[src/rtl/pong_pkg.sv]
// pong_pkg: shared FSM/winner encodings, default geometry and a saturating helper
package pong_pkg;

    typedef enum logic [1:0] {
        IDLE  = 2'd0,
        SERVE = 2'd1,
        PLAY  = 2'd2,
        OVER  = 2'd3
    } state_t;

    typedef enum logic [1:0] {
        WIN_NONE = 2'd0,
        WIN_P1   = 2'd1,
        WIN_P2   = 2'd2
    } winner_t;

    localparam int DEF_H_RES            = 640;
    localparam int DEF_V_RES            = 480;
    localparam int DEF_WALL             = 10;
    localparam int DEF_PADDLE_LEN       = 50;
    localparam int DEF_PADDLE_W         = 10;
    localparam int DEF_PADDLE1_X        = 39;
    localparam int DEF_PADDLE2_X        = 590;
    localparam int DEF_BALL_SIZE        = 10;
    localparam int DEF_PADDLE_VEL       = 8;
    localparam int DEF_BALL_VEL_MIN     = 2;
    localparam int DEF_BALL_VEL_MAX     = 8;
    localparam int DEF_HITS_PER_SPEEDUP = 4;
    localparam int DEF_WIN_SCORE        = 7;
    localparam int DEF_SCORE_W          = 4;
    localparam int DEF_SERVE_FRAMES     = 60;

    function automatic logic [3:0] sat_inc(input logic [3:0] v, input logic [3:0] max);
        return (v >= max) ? max : v + 4'd1;
    endfunction

endpackage

[src/rtl/pong_if.sv]
// pong_if: player/frame controls into the engine and game state out of it
interface pong_if
    import pong_pkg::*;
#(
    parameter int SCORE_W = DEF_SCORE_W
);
    logic               frame_tick;
    logic               start;
    logic               pause;
    logic               up1;
    logic               down1;
    logic               up2;
    logic               down2;
    logic [9:0]         ball_x;
    logic [9:0]         ball_y;
    logic [9:0]         paddle1_y;
    logic [9:0]         paddle2_y;
    logic [SCORE_W-1:0] score1;
    logic [SCORE_W-1:0] score2;
    logic               miss1;
    logic               miss2;
    logic [1:0]         winner;
    logic [1:0]         state;
    logic [3:0]         ball_speed;

    modport master (
        output frame_tick, start, pause, up1, down1, up2, down2,
        input  ball_x, ball_y, paddle1_y, paddle2_y, score1, score2,
        input  miss1, miss2, winner, state, ball_speed
    );

    modport slave (
        input  frame_tick, start, pause, up1, down1, up2, down2,
        output ball_x, ball_y, paddle1_y, paddle2_y, score1, score2,
        output miss1, miss2, winner, state, ball_speed
    );
endinterface

[src/rtl/pong_paddle.sv]
// pong_paddle: one paddle's vertical position, stepped per tick and clamped inside the walls
module pong_paddle
    import pong_pkg::*;
#(
    parameter int V_RES      = DEF_V_RES,
    parameter int WALL       = DEF_WALL,
    parameter int PADDLE_LEN = DEF_PADDLE_LEN,
    parameter int PADDLE_VEL = DEF_PADDLE_VEL
) (
    input  logic       clk,
    input  logic       rst,
    input  logic       center,
    input  logic       tick,
    input  logic       up,
    input  logic       down,
    output logic [9:0] y
);
    localparam logic [9:0] Y_MID = 10'((V_RES - PADDLE_LEN) / 2);
    localparam logic [9:0] Y_MIN = 10'(WALL);
    localparam logic [9:0] Y_MAX = 10'(V_RES - WALL - PADDLE_LEN);
    localparam logic [9:0] VEL   = 10'(PADDLE_VEL);

    // conflicting or absent commands hold; single commands step and saturate at the walls
    always_ff @(posedge clk) begin
        if (rst || center)
            y <= Y_MID;
        else if (tick && up && !down)
            y <= (y < Y_MIN + VEL) ? Y_MIN : y - VEL;
        else if (tick && down && !up)
            y <= (y + VEL > Y_MAX) ? Y_MAX : y + VEL;
    end
endmodule

[src/rtl/pong_engine.sv]
// pong_engine: pong game FSM, ball physics, scoring and two paddles
module pong_engine
    import pong_pkg::*;
#(
    parameter int H_RES            = DEF_H_RES,
    parameter int V_RES            = DEF_V_RES,
    parameter int WALL             = DEF_WALL,
    parameter int PADDLE_LEN       = DEF_PADDLE_LEN,
    parameter int PADDLE_W         = DEF_PADDLE_W,
    parameter int PADDLE1_X        = DEF_PADDLE1_X,
    parameter int PADDLE2_X        = DEF_PADDLE2_X,
    parameter int BALL_SIZE        = DEF_BALL_SIZE,
    parameter int PADDLE_VEL       = DEF_PADDLE_VEL,
    parameter int BALL_VEL_MIN     = DEF_BALL_VEL_MIN,
    parameter int BALL_VEL_MAX     = DEF_BALL_VEL_MAX,
    parameter int HITS_PER_SPEEDUP = DEF_HITS_PER_SPEEDUP,
    parameter int WIN_SCORE        = DEF_WIN_SCORE,
    parameter int SCORE_W          = DEF_SCORE_W,
    parameter int SERVE_FRAMES     = DEF_SERVE_FRAMES
) (
    input logic   clk,
    input logic   rst,
    pong_if.slave bus
);
    localparam logic [9:0]         CX      = 10'((H_RES - BALL_SIZE) / 2);
    localparam logic [9:0]         CY      = 10'((V_RES - BALL_SIZE) / 2);
    localparam logic [9:0]         BS      = 10'(BALL_SIZE);
    localparam logic [9:0]         PL      = 10'(PADDLE_LEN);
    localparam logic [9:0]         P1_X    = 10'(PADDLE1_X);
    localparam logic [9:0]         P2_BACK = 10'(PADDLE2_X + PADDLE_W - BALL_SIZE);
    localparam logic signed [10:0] TOP     = 11'(WALL);
    localparam logic signed [10:0] BOT     = 11'(V_RES - WALL - BALL_SIZE);
    localparam logic signed [10:0] L_MISS  = 11'(WALL);
    localparam logic signed [10:0] R_MISS  = 11'(H_RES - WALL - BALL_SIZE);
    localparam logic signed [10:0] P1_FACE = 11'(PADDLE1_X + PADDLE_W);
    localparam logic signed [10:0] P2_FACE = 11'(PADDLE2_X - BALL_SIZE);
    localparam logic [3:0]         V_MIN   = 4'(BALL_VEL_MIN);
    localparam logic [3:0]         V_MAX   = 4'(BALL_VEL_MAX);
    localparam logic [7:0]         HPS     = 8'(HITS_PER_SPEEDUP - 1);
    localparam logic [15:0]        SF      = 16'(SERVE_FRAMES - 1);
    localparam logic [SCORE_W-1:0] WIN_S   = SCORE_W'(WIN_SCORE);

    state_t             st, st_n;
    winner_t            win, win_n;
    logic [9:0]         bx, by, bx_n, by_n, p1y, p2y;
    logic               xdir, ydir, xdir_n, ydir_n, serve_r, serve_n;
    logic [3:0]         spd, spd_n;
    logic [7:0]         hits, hits_n;
    logic [15:0]        scnt, scnt_n;
    logic [SCORE_W-1:0] s1, s2, s1_n, s2_n;
    logic               m1, m2, m1_n, m2_n;
    logic               go, ptick, hit1, hit2;
    logic signed [10:0] nx, ny;

    assign go    = bus.frame_tick && !bus.pause;
    assign ptick = go && (st == SERVE || st == PLAY);
    assign nx    = xdir ? $signed({1'b0, bx}) + $signed({7'd0, spd}) : $signed({1'b0, bx}) - $signed({7'd0, spd});
    assign ny    = ydir ? $signed({1'b0, by}) + $signed({7'd0, spd}) : $signed({1'b0, by}) - $signed({7'd0, spd});
    assign hit1  = !xdir && nx <= P1_FACE && bx > P1_X && by + BS > p1y && by < p1y + PL;
    assign hit2  = xdir && nx >= P2_FACE && bx < P2_BACK && by + BS > p2y && by < p2y + PL;

    pong_paddle #(.V_RES(V_RES), .WALL(WALL), .PADDLE_LEN(PADDLE_LEN), .PADDLE_VEL(PADDLE_VEL)) u_paddle1 (
        .clk(clk), .rst(rst), .center(st == IDLE), .tick(ptick), .up(bus.up1), .down(bus.down1), .y(p1y)
    );

    pong_paddle #(.V_RES(V_RES), .WALL(WALL), .PADDLE_LEN(PADDLE_LEN), .PADDLE_VEL(PADDLE_VEL)) u_paddle2 (
        .clk(clk), .rst(rst), .center(st == IDLE), .tick(ptick), .up(bus.up2), .down(bus.down2), .y(p2y)
    );

    // next-state and ball physics; a miss recentres the ball so OVER freezes it at center
    always_comb begin
        st_n = st;
        win_n = win;
        bx_n = bx;
        by_n = by;
        xdir_n = xdir;
        ydir_n = ydir;
        serve_n = serve_r;
        spd_n = spd;
        hits_n = hits;
        scnt_n = scnt;
        s1_n = s1;
        s2_n = s2;
        m1_n = 1'b0;
        m2_n = 1'b0;
        if (st == IDLE) begin
            st_n = bus.start ? SERVE : IDLE;
        end else if (st == SERVE) begin
            bx_n = CX;
            by_n = CY;
            xdir_n = serve_r;
            ydir_n = 1'b1;
            spd_n = V_MIN;
            hits_n = 8'd0;
            if (go) begin
                scnt_n = (scnt == SF) ? 16'd0 : scnt + 16'd1;
                st_n = (scnt == SF) ? PLAY : SERVE;
            end
        end else if (st == PLAY) begin
            if (go) begin
                if (ny <= TOP) begin
                    by_n = TOP[9:0];
                    ydir_n = 1'b1;
                end else if (ny >= BOT) begin
                    by_n = BOT[9:0];
                    ydir_n = 1'b0;
                end else begin
                    by_n = ny[9:0];
                end
                if (hit1 || hit2) begin
                    bx_n = hit1 ? P1_FACE[9:0] : P2_FACE[9:0];
                    xdir_n = hit1;
                    hits_n = (hits == HPS) ? 8'd0 : hits + 8'd1;
                    spd_n = (hits == HPS) ? sat_inc(spd, V_MAX) : spd;
                end else if (nx < L_MISS) begin
                    m1_n = 1'b1;
                    s2_n = s2 + 1'b1;
                    serve_n = 1'b0;
                    bx_n = CX;
                    by_n = CY;
                    st_n = (s2_n == WIN_S) ? OVER : SERVE;
                    win_n = (s2_n == WIN_S) ? WIN_P2 : WIN_NONE;
                end else if (nx > R_MISS) begin
                    m2_n = 1'b1;
                    s1_n = s1 + 1'b1;
                    serve_n = 1'b1;
                    bx_n = CX;
                    by_n = CY;
                    st_n = (s1_n == WIN_S) ? OVER : SERVE;
                    win_n = (s1_n == WIN_S) ? WIN_P1 : WIN_NONE;
                end else begin
                    bx_n = nx[9:0];
                end
            end
        end else if (bus.start) begin
            st_n = SERVE;
            s1_n = '0;
            s2_n = '0;
            win_n = WIN_NONE;
            serve_n = 1'b1;
        end
    end

    // game state registers; reset wins over any tick or start in the same cycle
    always_ff @(posedge clk) begin
        if (rst) begin
            st <= IDLE;
            win <= WIN_NONE;
            bx <= CX;
            by <= CY;
            xdir <= 1'b1;
            ydir <= 1'b1;
            serve_r <= 1'b1;
            spd <= V_MIN;
            hits <= 8'd0;
            scnt <= 16'd0;
            s1 <= '0;
            s2 <= '0;
            m1 <= 1'b0;
            m2 <= 1'b0;
        end else begin
            st <= st_n;
            win <= win_n;
            bx <= bx_n;
            by <= by_n;
            xdir <= xdir_n;
            ydir <= ydir_n;
            serve_r <= serve_n;
            spd <= spd_n;
            hits <= hits_n;
            scnt <= scnt_n;
            s1 <= s1_n;
            s2 <= s2_n;
            m1 <= m1_n;
            m2 <= m2_n;
        end
    end

    assign bus.ball_x     = bx;
    assign bus.ball_y     = by;
    assign bus.paddle1_y  = p1y;
    assign bus.paddle2_y  = p2y;
    assign bus.score1     = s1;
    assign bus.score2     = s2;
    assign bus.miss1      = m1;
    assign bus.miss2      = m2;
    assign bus.winner     = win;
    assign bus.state      = st;
    assign bus.ball_speed = spd;
endmodule

[src/flat_wrapper.sv]
// flat-port wrapper written by rule: the top's interface ports become plain ports
module pong_engine_flat import pong_pkg::*;
#(
    parameter int H_RES            = DEF_H_RES,
    parameter int V_RES            = DEF_V_RES,
    parameter int WALL             = DEF_WALL,
    parameter int PADDLE_LEN       = DEF_PADDLE_LEN,
    parameter int PADDLE_W         = DEF_PADDLE_W,
    parameter int PADDLE1_X        = DEF_PADDLE1_X,
    parameter int PADDLE2_X        = DEF_PADDLE2_X,
    parameter int BALL_SIZE        = DEF_BALL_SIZE,
    parameter int PADDLE_VEL       = DEF_PADDLE_VEL,
    parameter int BALL_VEL_MIN     = DEF_BALL_VEL_MIN,
    parameter int BALL_VEL_MAX     = DEF_BALL_VEL_MAX,
    parameter int HITS_PER_SPEEDUP = DEF_HITS_PER_SPEEDUP,
    parameter int WIN_SCORE        = DEF_WIN_SCORE,
    parameter int SCORE_W          = DEF_SCORE_W,
    parameter int SERVE_FRAMES     = DEF_SERVE_FRAMES
)
  (clk, rst, bus_frame_tick, bus_start, bus_pause, bus_up1, bus_down1, bus_up2, bus_down2, bus_ball_x, bus_ball_y, bus_paddle1_y, bus_paddle2_y, bus_score1, bus_score2, bus_miss1, bus_miss2, bus_winner, bus_state, bus_ball_speed);
  pong_if #(.SCORE_W(SCORE_W)) bus_i ();
  input logic clk;
  input logic rst;
  input wire logic [$bits(bus_i.frame_tick)-1:0] bus_frame_tick;
  input wire logic [$bits(bus_i.start)-1:0] bus_start;
  input wire logic [$bits(bus_i.pause)-1:0] bus_pause;
  input wire logic [$bits(bus_i.up1)-1:0] bus_up1;
  input wire logic [$bits(bus_i.down1)-1:0] bus_down1;
  input wire logic [$bits(bus_i.up2)-1:0] bus_up2;
  input wire logic [$bits(bus_i.down2)-1:0] bus_down2;
  output wire logic [$bits(bus_i.ball_x)-1:0] bus_ball_x;
  output wire logic [$bits(bus_i.ball_y)-1:0] bus_ball_y;
  output wire logic [$bits(bus_i.paddle1_y)-1:0] bus_paddle1_y;
  output wire logic [$bits(bus_i.paddle2_y)-1:0] bus_paddle2_y;
  output wire logic [$bits(bus_i.score1)-1:0] bus_score1;
  output wire logic [$bits(bus_i.score2)-1:0] bus_score2;
  output wire logic [$bits(bus_i.miss1)-1:0] bus_miss1;
  output wire logic [$bits(bus_i.miss2)-1:0] bus_miss2;
  output wire logic [$bits(bus_i.winner)-1:0] bus_winner;
  output wire logic [$bits(bus_i.state)-1:0] bus_state;
  output wire logic [$bits(bus_i.ball_speed)-1:0] bus_ball_speed;
  assign bus_i.frame_tick = bus_frame_tick;
  assign bus_i.start = bus_start;
  assign bus_i.pause = bus_pause;
  assign bus_i.up1 = bus_up1;
  assign bus_i.down1 = bus_down1;
  assign bus_i.up2 = bus_up2;
  assign bus_i.down2 = bus_down2;
  assign bus_ball_x = bus_i.ball_x;
  assign bus_ball_y = bus_i.ball_y;
  assign bus_paddle1_y = bus_i.paddle1_y;
  assign bus_paddle2_y = bus_i.paddle2_y;
  assign bus_score1 = bus_i.score1;
  assign bus_score2 = bus_i.score2;
  assign bus_miss1 = bus_i.miss1;
  assign bus_miss2 = bus_i.miss2;
  assign bus_winner = bus_i.winner;
  assign bus_state = bus_i.state;
  assign bus_ball_speed = bus_i.ball_speed;
  pong_engine #(.H_RES(H_RES), .V_RES(V_RES), .WALL(WALL), .PADDLE_LEN(PADDLE_LEN), .PADDLE_W(PADDLE_W), .PADDLE1_X(PADDLE1_X), .PADDLE2_X(PADDLE2_X), .BALL_SIZE(BALL_SIZE), .PADDLE_VEL(PADDLE_VEL), .BALL_VEL_MIN(BALL_VEL_MIN), .BALL_VEL_MAX(BALL_VEL_MAX), .HITS_PER_SPEEDUP(HITS_PER_SPEEDUP), .WIN_SCORE(WIN_SCORE), .SCORE_W(SCORE_W), .SERVE_FRAMES(SERVE_FRAMES)) u_core (.clk(clk), .rst(rst), .bus(bus_i));
endmodule
[config.mk]
export PLATFORM = sky130hd
export DESIGN_NAME = pong_engine_flat
export DESIGN_NICKNAME = d
export VERILOG_FILES = /design/src/rtl/pong_pkg.sv /design/src/rtl/pong_if.sv /design/src/rtl/pong_paddle.sv /design/src/rtl/pong_engine.sv /design/src/flat_wrapper.sv
export SDC_FILE = /design/constraint.sdc
export NUM_CORES = 1
export LEC_CHECK = 0
export ABC_AREA = 1
export BUFFER_PORTS_ARGS = -buffer_cell sky130_fd_sc_hd__buf_2
export CELL_PAD_IN_SITES_DETAIL_PLACEMENT = 1
export CELL_PAD_IN_SITES_GLOBAL_PLACEMENT = 1
export CORE_MARGIN = 8
export CORE_UTILIZATION = 44
export DETAILED_ROUTE_END_ITERATION = 10
export PLACE_DENSITY = 0.86
export SLEW_MARGIN = 20
export SYNTH_ARGS = -nofsm -noshare
export SYNTH_HDL_FRONTEND = slang
export SYNTH_SLANG_ARGS = --single-unit
[constraint.sdc]
create_clock -name clk -period 3.6 [get_ports clk]
set_input_delay 0.18 -clock clk [delete_from_list [all_inputs] [get_ports clk]]
set_output_delay 0.18 -clock clk [all_outputs]
set_load 0.05 [all_outputs]
; ---- Word-level counts from Yosys, hierarchy flattened
; Cells that the tools add are included.
[word_totals]
out_inout_bits = 58
reg_bits = 85
inputBits = 9
[classes]
n_bitwise = 4
n_addsub = 16
n_reduce_logical = 48
n_lt_le_gt_ge = 17
eq_ne = 16
muxes = 85
[ops]
columns = operator, n
row1 = $mux W10, 23
row2 = $mux W4, 16
row3 = $mux W8, 5
row4 = $mux W2, 19
row5 = $add A10 B4 Y10 const B, 3
row6 = $add A10 B4 Y11, 2
row7 = $mux W11, 2
row8 = $sub A10 B4 Y11, 2
row9 = $add A10 B6 Y10 const B, 2
row10 = $gt A10 B10 Y1, 2
row11 = $gt A10 B9 Y1 const B, 2
row12 = $lt A10 B10 Y1, 2
row13 = $lt A10 B5 Y1 const B, 2
row14 = $sub A10 B4 Y10 const B, 2
row15 = $mux W1, 19
row16 = $logic_and A1 B1 Y1, 18
row17 = $add A16 B1 Y16 const B, 1
row18 = $eq A16 B6 Y1 const B, 1
row19 = $mux W16, 1
row20 = $reduce_bool A2 Y1, 7
row21 = $add A4 B1 Y4 const B, 3
row22 = $reduce_and A6 Y1, 2
row23 = $ge A11 B10 Y1 const B, 1
row24 = $ge A11 B11 Y1 const B, 1
row25 = 30 further kinds, 48

; ---- Logic depth before layout (Yosys ltp)
[logic_depth]
word_depth = 13
mapped_depth = 26

; ---- Modules after synthesis
; From an unflattened synthesis, not the netlist that was laid out.
[unflattened]
hier_cells = 1146
hier_area_um2 = 7593.5
[modules_own_cells]
columns = mod, seq_area_each_um2, cells_each, n_inst, area_each_um2
row1 = pong_engine, 1301.2, 892, 1, 5977.0
row2 = pong_paddle, 200.2, 127, 2, 808.3

; ---- Worst setup path after synthesis
; OpenSTA, ideal clock, no wires.
[synth_timing]
path_type = reg2reg
start = register u_core.by[1] (netlist: u_core.bus.ball_y[1])
end = register u_core.hits[1]
slack_ps = 157
stages_incl_launch_ff = 22
t_arrival_ps = 3330
setup_time_ps = 113
path_cell_list = dfxtp_1 ha_1 o21ai_0 nand3b_1 nand3b_1 xor2_1 ha_1 nand2_1 nor2_1 nand3_1 nor2_1 nor3_1 a21oi_1 nand4_2 nor2_4 nor2_4 nand2_8 nand2_8 inv_2 nand2_1 nand2_1 nor2_1
[synth_between]
elab_chain_len = 7
elab_cells_between_ends = 12
[synth_lines]
columns = item, line
row1 = from (decl), pong_engine.sv:45  ; logic [9:0] bx, by, bx_n, by_n, p1y, p2y;
row2 = from (signal assigned), pong_engine.sv:165  ; by <= by_n;
row3 = $add A10 B4 Y10, "pong_engine.sv:59, pong_engine.sv:60"
row4 = "$gt A10 B10 Y1, on equally long branches", "pong_engine.sv:59, pong_engine.sv:60"
row5 = "$logic_and A1 B1 Y1, on equally long branches (2 in a row)", "pong_engine.sv:59, pong_engine.sv:60"
row6 = $logic_or A1 B1 Y1 *, pong_engine.sv:110  ; if (hit1 || hit2) begin
row7 = $reduce_bool A2 Y1 (no source line) *, --
row8 = $reduce_and A4 Y1 (no source line) *, --
row9 = to (signal assigned), pong_engine.sv:170  ; hits <= hits_n;
row10 = to (decl), pong_engine.sv:48  ; logic [7:0] hits, hits_n;
; Mark *: on every way between the ends. The rest lies on a longest branch, timed or not.
; A chain may end at the register's enable or synchronous reset.

; ---- Worst setup path after layout
[layout_timing]
start = register u_core.spd[0] (netlist: u_core.bus.ball_speed[0])
end = register u_core.by[0] (netlist: u_core.bus.ball_y[0])
[layout_between]
elab_chain_len = 12
elab_cells_between_ends = 29
[layout_lines]
columns = item, line
row1 = from (decl), pong_engine.sv:47  ; logic [3:0] spd, spd_n;
row2 = from (signal assigned), pong_engine.sv:169  ; spd <= spd_n;
row3 = "parallel branches: the longest is 8 deep, another holds $sub A10 B4 Y11", --
row4 = $mux W10 *, pong_engine.sv:110
row5 = $mux W10 *, pong_engine.sv:100  ; if (go) begin
row6 = $mux W10 *, pong_engine.sv:99  ; end else if (st == PLAY) begin
row7 = $mux W10 *, pong_engine.sv:88  ; end else if (st == SERVE) begin
; Every way passes the cells marked *. The select of a mux whose other input is x is not followed.

==> impl_metrics.ini <==
[outcome]
outcome = finished, final reports clean

[critical_path]
cpMaxStageDelayCell = dfxtp_4
crit_fanout = 7
worstPathArrival_ps = 3670
critPathLaunchType = flop
crit_chain = inv_1, ha_1, xor2_1, o21ai_1, ha_1, nand3_1, nand3_1, nand2_1, nand2_1, nand2_1, nand2_2, nor2_4, nand3_2, nand2_1, nand4_2, nor2_4, nor2_4, nand2_4, nand2_4, o21ai_0, nand2_1
end_kind = flop
critPathKind = reg2reg
max_stage_delay_ps = 390
cp.required_ps = 3850
worst_path_most_repeated_cell = nand2_1

[power]
p_leak_nw = 4.307
power_mw = 4.189
ir_worst_vdd_v = 0.0002765
cellPowerDensity_nw_per_um2 = 482.1

[yosys]
yosysTopAreaCellShare_pct = 22.43
synth-seq-cells = 85
yosys.area.top_type = dfxtp_1
ys_warn_count = 0
yosysMostFrequentCell = nand2_1
synth_cells = 1156
synth.distinct_cells = 47
synth-edff-count = 0
syn_nets = 1253
synthTopCellsByArea = dfxtp_1 22%, ha_1 14%, nand2_1 12%, inv_1 8.1%, a21oi_1 6.3%
synth_area_um2 = 7587
ys_async_sr_fraction_pct = 0
synth_flop_cell = dfxtp_1
postSynthAreaPerCell_um2 = 6.563
synth_commonest_cells = 244 x nand2_1, 163 x inv_1, 106 x nor2_1
synth_seq_area_share_pct = 22.43

[floorplanning]
dieWidth_um = 147.3
die_h_um = 147.3
rows = 48
io_pins = 67
initial_utilization_pct = 44.48
core_region_area_um2 = 17060
fp.dieArea_um2 = 21700

[sta]
worst_pin_slew_ps = 659.6
maxSlewViolCount = 0
tns_ps = 0
hold_viol = 0
setup_violations = 0
fin_crit_ps = 3416
relSlewSlack_pct = 55.75
finalClockSkew_ps = 16.91
post-route-period-util_pct = 94.89
fmax_mhz = 292.7
rsz0062_at_grt = yes
hold_ws_ps = 329.4

[routing]
wirelength_mm = 25.90
avgViaCountPerCell = 5.556
wl_per_cell_um = 17.63
drtPass1Iterations = 4
drtIter0Drc = 412
drc = 0
dr_total_vias = 8162
antenna_left = 0

[global_route]
grt_pass1_vias = 8432
grt_pass1_wl_mm = 42.51
grt_max_degree = 38
globalRouteTotalUtil_pct = 23.68
grt-ovfl-total = 0
antenna_found_initial = 0

[worst_hold_path]
hold_class = in2reg

[final_layout]
drive_above_1_share_pct = 13.75
diodes = 0
layout.cells.non_filler = 1469
nets = 1336
area_delta_synth_final_pct = 14.54
fin_util_pct = 50.95

[clock_tree]
clock_sinks = 85
ctsHoldBuffers = 0
clk_latency_ps = 370
clkTransAtPathRegs_ps = 70
cts_buffers = 9
cts_max_path_buffers = 2
cts_root_buf = clkbuf_16
cts_tree = yes
cts-htree-levels = 3

[place]
gp_congestion = 0.9161
dpl.hpwl_mm = 20.15
placed_cells = 1446
portBuffers = 66

[job]
maxCapViolations = 0
worst paths after layout:
path | from | to | slack (ps) | cells after the start
worst max-delay path | u_core.bus.ball_speed[0]$_SDFFE_PP0P_ | u_core.bus.ball_y[0]$_SDFFE_PP1P_ | 180 | 21
worst min register to register | u_core.bus.winner[1]$_SDFFE_PP0P_ | u_core.bus.winner[1]$_SDFFE_PP0P_ | 500 | 2
worst min-delay path | bus_start | u_core.bus.state[0]$_SDFFE_PP0P_ | 330 | 5
worst max register to register | u_core.bus.ball_speed[0]$_SDFFE_PP0P_ | u_core.bus.ball_y[0]$_SDFFE_PP1P_ | 180 | 21
what timing repair did:
action                     CTS  global route
buffers inserted             1             6
hold endpoints to repair     0             0
gates resized for setup      4            26
setup endpoints to repair   10            43
pin swaps                    1             9
stage by stage:
step | instance area [um2] | setup slack [ps]
finish | 8691 | 183.8
CTS | 8579 | 48.77
detailed placement | 8264 | -98.12
global route | 8691 | -80.52
global placement | 8264 | 89.30
floorplan | 7587 | 157.4
registers in the layout, indices dropped and copies added (netlist names), 4 cells and up:
register	flops
u_core.bus.score1	4
u_core.bus.ball_x	10
u_core.u_paddle1.y	10
u_core.bus.ball_speed	4
u_core.u_paddle2.y	10
u_core.hits	8
u_core.bus.score2	4
u_core.bus.ball_y	10
u_core.scnt	16
area by class of cell:
class                           count  area, um2
Tap cell                          225      281.5
Clock buffer                        9      225.2
Sequential cell                    85       1709
Multi-Input combinational cell    879       5214
Fill cell                        2346       8366
Timing Repair Buffer               95      551.8
Inverter                          169      634.4
Clock inverter                      7      75.07
power breakdown:
part           internal, mW  switching [mW]  total [mW]
Sequential             1.01           0.105        1.11
Combinational         0.623            1.48        2.10
Clock                 0.494           0.479       0.973
Total                  2.12            2.06        4.19
worst max-delay path: cells and delay by family, from the launching register on:
kind	cells	cell delay, ps
buf+inv	1	70
fa+ha+maj	2	630
flops	1	390
compound gates	2	300
xor+xnor	1	220
simple gates	15	1730
logic make-up (layout without fill, tap and decap cells):
| kind of cell | after synthesis | in the layout | synth area share (%) |
|---|---|---|---|
| DFF | 85 | 85 | 22.43 |
| xor gates and xnor gates | 48 | 48 | 5.541 |
| adders and majority gates | 88 | 88 | 14.71 |
| AOI/OAI and AO/OA | 200 | 200 | 14.68 |
| buffers and inverters | 192 | 280 | 9.680 |
| and+or+nand+nor | 543 | 543 | 32.97 |
placed cells by master (no fill, tap or decap), types with 5 or more instances in the layout:
cell / n
a21oi_1: 93
a21oi_2: 6
a31oi_1: 7
buf_2: 66
buf_4: 28
clkbuf_16: 9
dfxtp_1: 81
ha_1: 86
inv_1: 162
inv_2: 5
nand2_1: 242
nand2_2: 8
nand3_1: 84
nand3_2: 6
nand3b_1: 6
nand4_1: 28
nor2_1: 106
nor2_2: 5
nor3_1: 23
nor3b_1: 5
nor4_1: 7
o211ai_1: 11
o21ai_0: 44
o21ai_1: 13
o21bai_1: 5
or2_2: 5
xnor2_1: 9
xor2_1: 38
metal layers:
layer | track usage, % | vias to the layer above | part of all wire (%)
met5 | 0 | - | 0
met2 | 42.71 | 163 | 50
met4 | 8.618 | 0 | 2.1
met3 | 3.230 | 46 | 4.2
li1 | - | 3998 | -
met1 | 27.92 | 3955 | 43
(Power assumes the default switching activity.)
